File: src/rtl/usb_rx_decoder.sv
// USB receive front end: synchroniser, 4x bit recovery, NRZI decode,
// SYNC/EOP detection, bit unstuffing and byte assembly.
module usb_rx_decoder #(
  parameter bit FULLSPEED  = 1'b1,
  parameter int OVERSAMPLE = 4
) (
  input  logic       clk,
  input  logic       nreset,
  input  logic       linep,
  input  logic       linem,
  output logic [1:0] line_state,
  output logic       rx_active,
  output logic [7:0] rx_data,
  output logic       rx_valid,
  output logic       rx_eop,
  output logic       rx_error
);

  localparam logic [1:0] SE0 = 2'd0;
  localparam logic [1:0] LJ  = 2'd1;
  localparam logic [1:0] LK  = 2'd2;
  localparam logic [1:0] SE1 = 2'd3;
  localparam logic       JP  = FULLSPEED;
  localparam logic       JM  = !FULLSPEED;
  localparam logic [1:0] SPH = 2'(OVERSAMPLE / 2);

  typedef enum logic [2:0] {
    IDLE, SYNC, DATA, EOP, ERRWAIT
  } state_t;

  state_t     state;
  logic [1:0] sp, sm;
  logic [1:0] cur;
  logic [1:0] phase;
  logic [1:0] prev;
  logic [2:0] ones;
  logic [2:0] bitcnt;
  logic [7:0] shreg;
  logic [2:0] scnt;
  logic [1:0] alt;
  logic [2:0] jcnt;
  logic       se0;
  logic       smp;
  logic       dbit;
  logic [1:0] s;

  always_ff @(posedge clk or negedge nreset) begin
    if (!nreset) begin
      sp <= {JP, JP};
      sm <= {JM, JM};
    end else begin
      sp <= {sp[0], linep};
      sm <= {sm[0], linem};
    end
  end

  always_comb begin
    cur = SE0;
    unique case (1'b1)
      sp[1] & sm[1]:                     cur = SE1;
      ~sp[1] & ~sm[1]:                   cur = SE0;
      (sp[1] ^ sm[1]) & (sp[1] == JP):   cur = LJ;
      (sp[1] ^ sm[1]) & (sp[1] != JP):   cur = LK;
      default:                           cur = SE0;
    endcase
  end

  // Phase realigns on every edge so the sample lands mid-bit.
  always_ff @(posedge clk or negedge nreset) begin
    if (!nreset) begin
      line_state <= LJ;
      phase      <= 2'd0;
    end else begin
      line_state <= cur;
      phase      <= (cur != line_state) ? 2'd0 : phase + 2'd1;
    end
  end

  assign s    = line_state;
  assign smp  = (phase == SPH);
  assign dbit = (s == prev);

  always_ff @(posedge clk or negedge nreset) begin
    if (!nreset) begin
      state     <= IDLE;
      rx_active <= 1'b0;
      rx_data   <= 8'h00;
      rx_valid  <= 1'b0;
      rx_eop    <= 1'b0;
      rx_error  <= 1'b0;
      prev      <= LJ;
      ones      <= 3'd0;
      bitcnt    <= 3'd0;
      shreg     <= 8'h00;
      scnt      <= 3'd0;
      alt       <= 2'd0;
      jcnt      <= 3'd0;
      se0       <= 1'b0;
    end else begin
      rx_valid <= 1'b0;
      rx_eop   <= 1'b0;
      rx_error <= 1'b0;
      if (smp) begin
        unique case (state)
          IDLE: begin
            prev   <= LJ;
            ones   <= 3'd0;
            bitcnt <= 3'd0;
            if (s == LK) begin
              state     <= SYNC;
              rx_active <= 1'b1;
              prev      <= LK;
              scnt      <= 3'd1;
              alt       <= 2'd1;
            end
          end
          SYNC: begin
            prev <= s;
            scnt <= scnt + 3'd1;
            if (s == SE0 || s == SE1) begin
              state    <= ERRWAIT;
              rx_error <= 1'b1;
              se0      <= (s == SE0);
              jcnt     <= 3'd0;
            end else if (s == LK && prev == LK && alt == 2'd3) begin
              state  <= DATA;
              ones   <= 3'd0;
              bitcnt <= 3'd0;
            end else if (scnt == 3'd7) begin
              state    <= ERRWAIT;
              rx_error <= 1'b1;
              se0      <= 1'b0;
              jcnt     <= 3'd0;
            end else if (s == prev) begin
              alt <= 2'd1;
            end else if (alt != 2'd3) begin
              alt <= alt + 2'd1;
            end
          end
          DATA: begin
            prev <= s;
            if (s == SE0) begin
              state <= EOP;
            end else if (s == SE1 || (ones == 3'd6 && dbit)) begin
              state    <= ERRWAIT;
              rx_error <= 1'b1;
              se0      <= 1'b0;
              jcnt     <= 3'd0;
            end else if (ones == 3'd6) begin
              ones <= 3'd0;
            end else begin
              shreg  <= {dbit, shreg[7:1]};
              ones   <= dbit ? ones + 3'd1 : 3'd0;
              bitcnt <= bitcnt + 3'd1;
              if (bitcnt == 3'd7) begin
                rx_data  <= {dbit, shreg[7:1]};
                rx_valid <= 1'b1;
              end
            end
          end
          EOP: begin
            if (s == LJ) begin
              state     <= IDLE;
              rx_eop    <= 1'b1;
              rx_error  <= (bitcnt != 3'd0);
              rx_active <= 1'b0;
              prev      <= LJ;
            end else if (s != SE0) begin
              state    <= ERRWAIT;
              rx_error <= 1'b1;
              se0      <= 1'b0;
              jcnt     <= 3'd0;
            end
          end
          ERRWAIT: begin
            if (s == SE0) begin
              se0  <= 1'b1;
              jcnt <= 3'd0;
            end else if (s == LJ) begin
              if (se0 || jcnt == 3'd7) begin
                state     <= IDLE;
                rx_active <= 1'b0;
                prev      <= LJ;
                se0       <= 1'b0;
                jcnt      <= 3'd0;
              end else begin
                jcnt <= jcnt + 3'd1;
              end
            end else begin
              se0  <= 1'b0;
              jcnt <= 3'd0;
            end
          end
          default: state <= IDLE;
        endcase
      end
    end
  end

endmodule
File: config.mk
export PLATFORM = sky130hd
export DESIGN_NAME = usb_rx_decoder
export DESIGN_NICKNAME = d
export VERILOG_FILES = /design/src/rtl/usb_rx_decoder.sv
export SDC_FILE = /design/constraint.sdc
export NUM_CORES = 1
export LEC_CHECK = 0
export BUFFER_PORTS_ARGS = -buffer_cell sky130_fd_sc_hd__buf_2
export CAP_MARGIN = 10
export CORE_MARGIN = 1.5
export CORE_UTILIZATION = 64
export CTS_CLUSTER_SIZE = 24
export DETAILED_ROUTE_END_ITERATION = 10
export GPL_TIMING_DRIVEN = 0
export PLACE_DENSITY_LB_ADDON = 0.08
export SLEW_MARGIN = 20
export SYNTH_ARGS = -nofsm -noshare
export SYNTH_HDL_FRONTEND = slang
export SYNTH_SLANG_ARGS = --single-unit
File: constraint.sdc
create_clock -name clk -period 5.11 [get_ports clk]
set_input_delay 0.2555 -clock clk [delete_from_list [all_inputs] [get_ports clk]]
set_output_delay 0.2555 -clock clk [all_outputs]
set_load 0.05 [all_outputs]
==> reports/results.md, run 1 <==
## Cells and area
* net total in the final layout: 279
* combined area of the multi-input logic cells: 1220 µm²
* diode insertion count for antenna repair: 0
* sequential cell area: 1180 µm²
* layout cell share with drive strength beyond 1: 24.6%
* relative area change from synthesis to final layout: 10.6%
* final-layout fill cell count: 260

## Power
* leakage power total: 1.35 nW
* clock share of power: 26.9%
* largest vdd supply drop: 213 µV
* internal power component: 0.678 mW
* PD cells: 360 nW/µm²
* Comb power frac: 29.4%
* total power: 1.01 mW
* sequential share of power: 43.7%
* power dissipated by switching net loads: 0.327 mW
* switching share of power: 32.6%

## Timing
* final critical delay including setup and external delays: 2.55 ns
* transition time at the pin with the least slew margin: 0.564 ns
* Max Slew Vio Count: 0
* highest attainable clock frequency: 0.392 GHz
* Final Cycle Share: 49.9%
* count of endpoints failing hold in the final timing report: 0
* unrepaired setup endpoints after global routing: no
* number of setup violations in the final report: 0
* summed negative setup slack over all endpoints: 0 ns
* Fin Clk Skew: 0.00588 ns
* relative slew slack: 62.2%

## Clock tree
* Max clock buf depth: 2
* CTS sink cnt: 47
* Post-CTS Hold Buffers: 0
* Worst-Skew Late Latency: 0.30 ns
* maximum level of the CTS H-tree: 2
* root buffer cell: sky130_fd_sc_hd__clkbuf_8
* CTS resizes: 0
* clock tree from TritonCTS: built
* clock-pin transition on the worst setup and hold timing paths: 0.08 ns
* number of setup buffers added after CTS: 0
* number of clock buffers inserted by TritonCTS: 5

## Drt
* Total Wirelength: 4450 µm
* DR vias: 1760
* final routed wire length divided by cell count: 14.5 µm
* DRC: 0
* Via-to-Cell Ratio: 5.71
* number of routed nets with antenna violations: 0
* number of design-rule violations left by the first detailed-router iteration: 85
* First-pass DRT Iterations: 4

## Synthesis
* Post-Syn Instances: 234
* cell taking the most area after synthesis: sky130_fd_sc_hd__dfrtp_1
* Avg Synthesized Cell Area: 10.8 µm²
* top cells by instance count after synthesis: sky130_fd_sc_hd__dfrtp_1 (43), sky130_fd_sc_hd__nand2_1 (32), sky130_fd_sc_hd__ha_1 (16), sky130_fd_sc_hd__inv_1 (16)
* async set-reset flop share out of synthesis: 100%
* Yosys top cell area share: 42.6%
* number of distinct standard cells referenced by the synthesized netlist: 55
* cell area after synthesis: 2520 µm²
* Area contributors post-synth: sky130_fd_sc_hd__dfrtp_1 (43%), sky130_fd_sc_hd__ha_1 (7.9%), sky130_fd_sc_hd__mux2_2 (6.2%)
* dominant cell by count in the synthesized netlist: sky130_fd_sc_hd__dfrtp_1
* number of flops mapped to enable cells by yosys: 0
* Synthesis Warnings: 0
* dominant synthesized flop cell: sky130_fd_sc_hd__dfrtp_1
* flip-flop and latch count after synthesis: 47
* synthesized net count: 254
* sequential area share after synthesis: 46.8%

## Run status
* result of the run: finished clean

## Global route
* maximum number of pins on one net before global-route repair: 48
* first-pass GRT wire length: 7430 µm
* vias in the first global route: 1566
* gr usage total: 22.6%
* number of antenna violations at the first check in global routing: 0
* total congestion overflow after global routing: 0

## Floorplanning
* die area: 4330 µm²
* initial cell density of the core: 67.9%
* number of core rows: 22
* die width: 65.8 µm
* height of the chip: 65.8 µm
* area of the core region: 3720 µm²
* top-level port count: 18

## Placement
* IO Port Bufs: 17
* final estimated routing congestion in global placement: 1.01
* half-perimeter wire length after detailed placement: 3210 µm

## Worst setup path
* critical path class: flop to flop
* required time of the critical path: 5.30 ns
* Crit Path Max Fanout: 6
* Critical Path AT: 2.74 ns
* startpoint types: flop
* capturing element type of the critical path: flop

## Flow run
* max-cap check violation count: 0

## Hold path
* worst hold-check path type: input port to flop

routing by layer:
metal  wire [µm]  global-route usage (%)
met5           0                       0
met4          66                    7.29
met3         222                    5.96
met2        2020                    33.0
met1        2140                    33.0
critical path: stages (launching register included):
cell,delay (ns)
sky130_fd_sc_hd__dfstp_2,0.61
sky130_fd_sc_hd__inv_1,0.12
sky130_fd_sc_hd__ha_1,0.28
sky130_fd_sc_hd__and4b_1,0.26
sky130_fd_sc_hd__o21ai_0,0.23
sky130_fd_sc_hd__a221oi_1,0.17
sky130_fd_sc_hd__a211oi_2,0.40
sky130_fd_sc_hd__mux2_1,0.36
cell usage in the layout (no fill, tap or decap), drive strengths merged, types with 3 or more instances in the layout:
cell type and count:
o21ai 11, a22o 4, nor3 6, a21oi 4, mux2i 3, nand4 4, inv 16, ha 16
o211ai 3, buf 24, xnor2 4, nand2 33, dfrtp 43, mux2 18, nor2 15, clkbuf 9
nand2b 3, dfstp 4, nand3 6
power groups by stage:
| stage | Combinational (mW) | Clock, mW | Sequential, mW |
|---|---|---|---|
| finish | 0.295 | 0.271 | 0.439 |
| global route | 0.323 | 0.288 | 0.444 |
| CTS | 0.292 | 0.275 | 0.440 |
| detailed placement | 0.288 | 0 | 0.447 |
| global placement | 0.284 | 0 | 0.446 |
| floorplan | 0.215 | 0 | 0.455 |
flip-flops by register name, summed over array words and instances, names as in the netlist:
register	cells
rx_data	8
se0	1
scnt	3
bitcnt	3
rx_valid	1
rx_active	1
rx_error	1
alt	2
sp	2
line_state	2
state	3
prev	2
ones	3
phase	2
jcnt	3
sm	2
rx_eop	1
shreg	7
metrics by stage:
step                      instance area, µm²  hold slack [ns]  cells  setup slack [ns]  util, %
after floorplan                         2520          -0.0401    234              2.64        -
after global placement                  2670            0.338    299              2.61     71.8
after detailed placement                2670            0.342    299              2.58     71.8
after CTS                               2780           0.0391    307              2.58     74.8
after global routing                    2790           0.0360    308              2.41     75.1
final                                   2790           0.0449    308              2.56     75.1
area by class of cell:
type / count / share of cell area [%]
Clock buffer: 6 / 2.60
Sequential cell: 47 / 42.3
Tap cell: 48 / 2.15
Clock inverter: 2 / 1.34
Buffer: 10 / 2.06
Timing Repair Buffer: 18 / 3.50
Inverter: 16 / 2.15
Multi-Input combinational cell: 161 / 43.9
path summary, 6_finish.rpt:
check,startpoint,endpoint,slack [ns],cells past startpoint
max,line_state[0],se0,2.56,7
min,linep,sp[0],0.04,1
min in group asynchronous,nreset,rx_active,0.49,2
min reg2reg,sm[0],sm[1],0.36,0
max in group asynchronous,nreset,line_state[0],4.24,2
max reg2reg,line_state[0],se0,2.56,7
cell families after synthesis:
family,synth area share [%]
and+or+nand+nor,17.5
DFF,46.8
AOI/OAI and AO/OA,11.8
buffers and inverters,4.66
muxes,9.52
adders and majority gates,7.93
xor gates and xnor gates,1.74
(Power assumes the default switching activity.)
==> run 2, diff against run 1 <==
--- a/config.mk
+++ b/config.mk
@@ -5,10 +5,11 @@
 export SDC_FILE = /design/constraint.sdc
 export NUM_CORES = 1
 export LEC_CHECK = 0
+export ABC_AREA = 1
 export BUFFER_PORTS_ARGS = -buffer_cell sky130_fd_sc_hd__buf_2
 export CAP_MARGIN = 10
 export CORE_MARGIN = 1.5
-export CORE_UTILIZATION = 64
+export CORE_UTILIZATION = 60
 export CTS_CLUSTER_SIZE = 24
 export DETAILED_ROUTE_END_ITERATION = 10
 export GPL_TIMING_DRIVEN = 0
==> constraint.sdc (replaced) <==
create_clock -name clk -period 2.4 [get_ports clk]
set_input_delay 0.12 -clock clk [delete_from_list [all_inputs] [get_ports clk]]
set_output_delay 0.12 -clock clk [all_outputs]
set_load 0.05 [all_outputs]
==> run 2 against run 1 <==
Non-clock buffer count decreased by 3; first-iteration DRC count is 28% higher; maximum frequency increased by 23%; utilization fell by 5.7 points; total power rose by 95%; cell count up 23%; die area rose by 6.6%; worst setup slack worse by 2.2 ns; critical path depth grew 2; sequential share of layout area shrank 0.095 points; critical path type unchanged.
==> reports/results.md, run 2 <==
## Clock tree
* number of setup buffers added after CTS: 0, unchanged
* CTS resizes: 0, unchanged
* root buffer cell: sky130_fd_sc_hd__clkbuf_8
* Worst-Skew Late Latency: 0.30 ns, about the same
* CTS sink cnt: 47, unchanged
* Post-CTS Hold Buffers: 2, +2
* clock tree from TritonCTS: built
* maximum level of the CTS H-tree: 2, unchanged
* Max clock buf depth: 2, unchanged
* number of clock buffers inserted by TritonCTS: 5, unchanged
* clock-pin transition on the worst setup and hold timing paths: 0.09 ns, about the same

## Drt
* First-pass DRT Iterations: 4, unchanged
* number of routed nets with antenna violations: 0, unchanged
* DR vias: 1976, +12%
* final routed wire length divided by cell count: 12.5 µm, -14%
* Via-to-Cell Ratio: 5.21, -8.8%
* Total Wirelength: 4720 µm, +6.1%
* number of design-rule violations left by the first detailed-router iteration: 109, +28%
* DRC: 0, unchanged

## Global route
* gr usage total: 23.5%, +0.92 points
* maximum number of pins on one net before global-route repair: 48, unchanged
* first-pass GRT wire length: 8100 µm, +9.0%
* total congestion overflow after global routing: 0, unchanged
* number of antenna violations at the first check in global routing: 0, unchanged
* vias in the first global route: 1769, +13%

## Floorplanning
* height of the chip: 67.9 µm, +3.2%
* number of core rows: 23, +4.5%
* die area: 4610 µm², +6.6%
* top-level port count: 18, unchanged
* initial cell density of the core: 62.8%, -5.1 points
* die width: 67.9 µm, +3.2%
* area of the core region: 4030 µm², +8.4%

## Cells and area
* diode insertion count for antenna repair: 0, unchanged
* commonest non-fill, non-tap cell in the layout: sky130_fd_sc_hd__nand2_1
* relative area change from synthesis to final layout: 10.6%, about the same
* net total in the final layout: 348, +25%
* Biggest register: rx_data
* largest registers: rx_data x8, shreg x7
* commonest cells after routing, fill and taps aside: sky130_fd_sc_hd__nand2_1 (102), sky130_fd_sc_hd__dfrtp_1 (43), sky130_fd_sc_hd__inv_1 (34)
* layout cell share with drive strength beyond 1: 16.4%, -8.2 points
* number of flip-flops under the largest register name: 8, unchanged
* final-layout fill cell count: 340, +31%

## Worst setup path
* required time of the critical path: 2.59 ns, -2.71 ns
* Critical Path AT: 2.27 ns, -0.47 ns
* critical path class: flop to flop
* Crit Path Max Fanout: 10, +4
* startpoint types: flop
* capturing element type of the critical path: flop

## Timing
* final critical delay including setup and external delays: 2.08 ns, -0.471 ns
* highest attainable clock frequency: 0.481 GHz, +23%
* relative slew slack: 61.7%, -0.50 points
* count of endpoints failing hold in the final timing report: 0, unchanged
* Max Slew Vio Count: 0, unchanged
* summed negative setup slack over all endpoints: 0 ns, unchanged
* Final Cycle Share: 86.6%, +37 points
* Fin Clk Skew: 0.00266 ns, -0.00322 ns
* unrepaired setup endpoints after global routing: no
* transition time at the pin with the least slew margin: 0.574 ns, +0.00956 ns
* number of setup violations in the final report: 0, unchanged

## Synthesis
* dominant cell by count in the synthesized netlist: sky130_fd_sc_hd__nand2_1
* flip-flop and latch count after synthesis: 47, unchanged
* sequential area share after synthesis: 46.7%, -0.093 points
* async set-reset flop share out of synthesis: 100%, unchanged
* cell area after synthesis: 2530 µm², +0.20%
* Yosys top cell area share: 42.6%, -0.084 points
* synthesized net count: 321, +26%
* Area contributors post-synth: sky130_fd_sc_hd__dfrtp_1 (43%), sky130_fd_sc_hd__nand2_1 (15%), sky130_fd_sc_hd__ha_1 (7.9%)
* XOR/XNOR share of the synthesized area: 1.04%, -0.70 points
* multiplexer area fraction after synthesis: 0%, -9.5 points
* area fraction in compound gates after synthesis: 7.97%, -3.9 points
* top cells by instance count after synthesis: sky130_fd_sc_hd__nand2_1 (102), sky130_fd_sc_hd__dfrtp_1 (43), sky130_fd_sc_hd__inv_1 (34), sky130_fd_sc_hd__nand3_1 (23), sky130_fd_sc_hd__ha_1 (16)
* Avg Synthesized Cell Area: 8.40 µm², -22%
* share of synthesized cell area in full adder, half adder and majority cells: 7.92%, -0.016 points
* number of distinct standard cells referenced by the synthesized netlist: 32, -42%
* Post-Syn Instances: 301, +29%
* Synthesis Warnings: 0, unchanged
* cell taking the most area after synthesis: sky130_fd_sc_hd__dfrtp_1
* dominant synthesized flop cell: sky130_fd_sc_hd__dfrtp_1
* number of flops mapped to enable cells by yosys: 0, unchanged
* Post-Synth Simple-Gate Area: 29.5%, +12 points
* main combinational cell family by area after synthesis: simple AND/OR/NAND/NOR gates

## Power
* PD cells: 701 nW/µm², +95%
* clock share of power: 24.3%, -2.6 points
* sequential share of power: 49.1%, +5.4 points
* power dissipated by switching net loads: 0.716 mW, +120%
* total power: 1.96 mW, +95%
* internal power component: 1.24 mW, +84%
* leakage power total: 1.51 nW, +12%
* switching share of power: 36.5%, +4.0 points
* Comb power frac: 26.5%, -2.9 points
* largest vdd supply drop: 572 µV, +170%

## Placement
* final estimated routing congestion in global placement: 0.942, -6.9%
* IO Port Bufs: 17, unchanged
* half-perimeter wire length after detailed placement: 3510 µm, +9.4%

## Hold path
* worst hold-check path type: input port to asynchronous set/reset pin

## Flow run
* max-cap check violation count: 0, unchanged

## Run status
* result of the run: finished clean

==> run 2: changes by cell type after synthesis, moves of 3 or more <==
cell and delta:
sky130_fd_sc_hd__nor3_1 -3, sky130_fd_sc_hd__a22o_1 -4, sky130_fd_sc_hd__nand2b_1 -3, sky130_fd_sc_hd__o21ai_2 +7, sky130_fd_sc_hd__inv_1 +18, sky130_fd_sc_hd__mux2i_1 -3, sky130_fd_sc_hd__nand2_1 +70, sky130_fd_sc_hd__o21ai_0 +4
sky130_fd_sc_hd__buf_2 -3, sky130_fd_sc_hd__nand3_1 +17, sky130_fd_sc_hd__mux2_2 -14, sky130_fd_sc_hd__inv_2 +3
==> run 2: final cells by class <==
class	instances	area (µm²)	share of cell area, %
Multi-Input combinational cell	211	1170	42.0
Timing Repair Buffer	20	118	4.20
Clock inverter	2	16.3	0.581
Buffer	5	27.5	0.984
Tap cell	50	62.6	2.24
Clock buffer	6	72.6	2.59
Inverter	38	145	5.19
Sequential cell	47	1180	42.2
==> run 2: critical path: stages, from the launching register on <==
cell and delay (ns):
sky130_fd_sc_hd__dfstp_2 0.61, sky130_fd_sc_hd__inv_2 0.09, sky130_fd_sc_hd__ha_1 0.27, sky130_fd_sc_hd__inv_1 0.24
sky130_fd_sc_hd__nand4_4 0.17, sky130_fd_sc_hd__nor2_8 0.20, sky130_fd_sc_hd__nand2_4 0.10, sky130_fd_sc_hd__buf_6 0.16
sky130_fd_sc_hd__nand2_1 0.07, sky130_fd_sc_hd__o21ai_2 0.05
==> run 2: power groups by stage <==
stage                     registers [mW]  clock network, mW  logic, mW
after floorplan                    0.999                  0      0.357
after global placement             0.976                  0      0.504
after detailed placement           0.978                  0      0.509
after CTS                          0.962              0.489      0.517
after global routing               0.976              0.524      0.593
final                              0.962              0.477      0.520
==> run 2: final timing paths <==
kind                              endpoint  slack (ns)          start  cells after the start
worst max-delay path            rx_data[7]        0.32  line_state[0]                      9
worst min-delay path            rx_data[3]        0.35         nreset                      2
worst max register to register  rx_data[7]        0.32  line_state[0]                      9
worst min register to register       sp[1]        0.36          sp[0]                      0
max in group asynchronous            sp[0]        1.66         nreset                      2
min in group clk                     sp[1]        0.36          sp[0]                      0
==> run 2: cell families after synthesis <==
family / Yosys count
fa+ha+maj: 16
compound gates: 33
flops: 47
buf+inv: 43
xor+xnor: 3
simple gates: 159
==> run 2: per-stage QoR <==
stage | utilization, % | hold slack (ns) | setup slack (ns) | instance area [µm²] | std cells
after global placement | 66.4 | 0.226 | 0.336 | 2680 | 368
after detailed placement | 66.4 | 0.233 | 0.333 | 2680 | 368
after floorplan | - | -0.176 | 0.291 | 2530 | 301
after CTS | 69.1 | 0.0191 | 0.316 | 2790 | 378
after global routing | 69.4 | 0.369 | 0.192 | 2800 | 379
final | 69.4 | 0.349 | 0.321 | 2800 | 379
==> run 2: per-layer routing <==
metal  GRT usage, %  share of wire, %  up-vias
li1               -                 -     1009
met1           32.2                48      924
met2           37.6                48       39
met3           4.93               4.1        4
met4           7.25              0.76        0
met5              0                 0        -
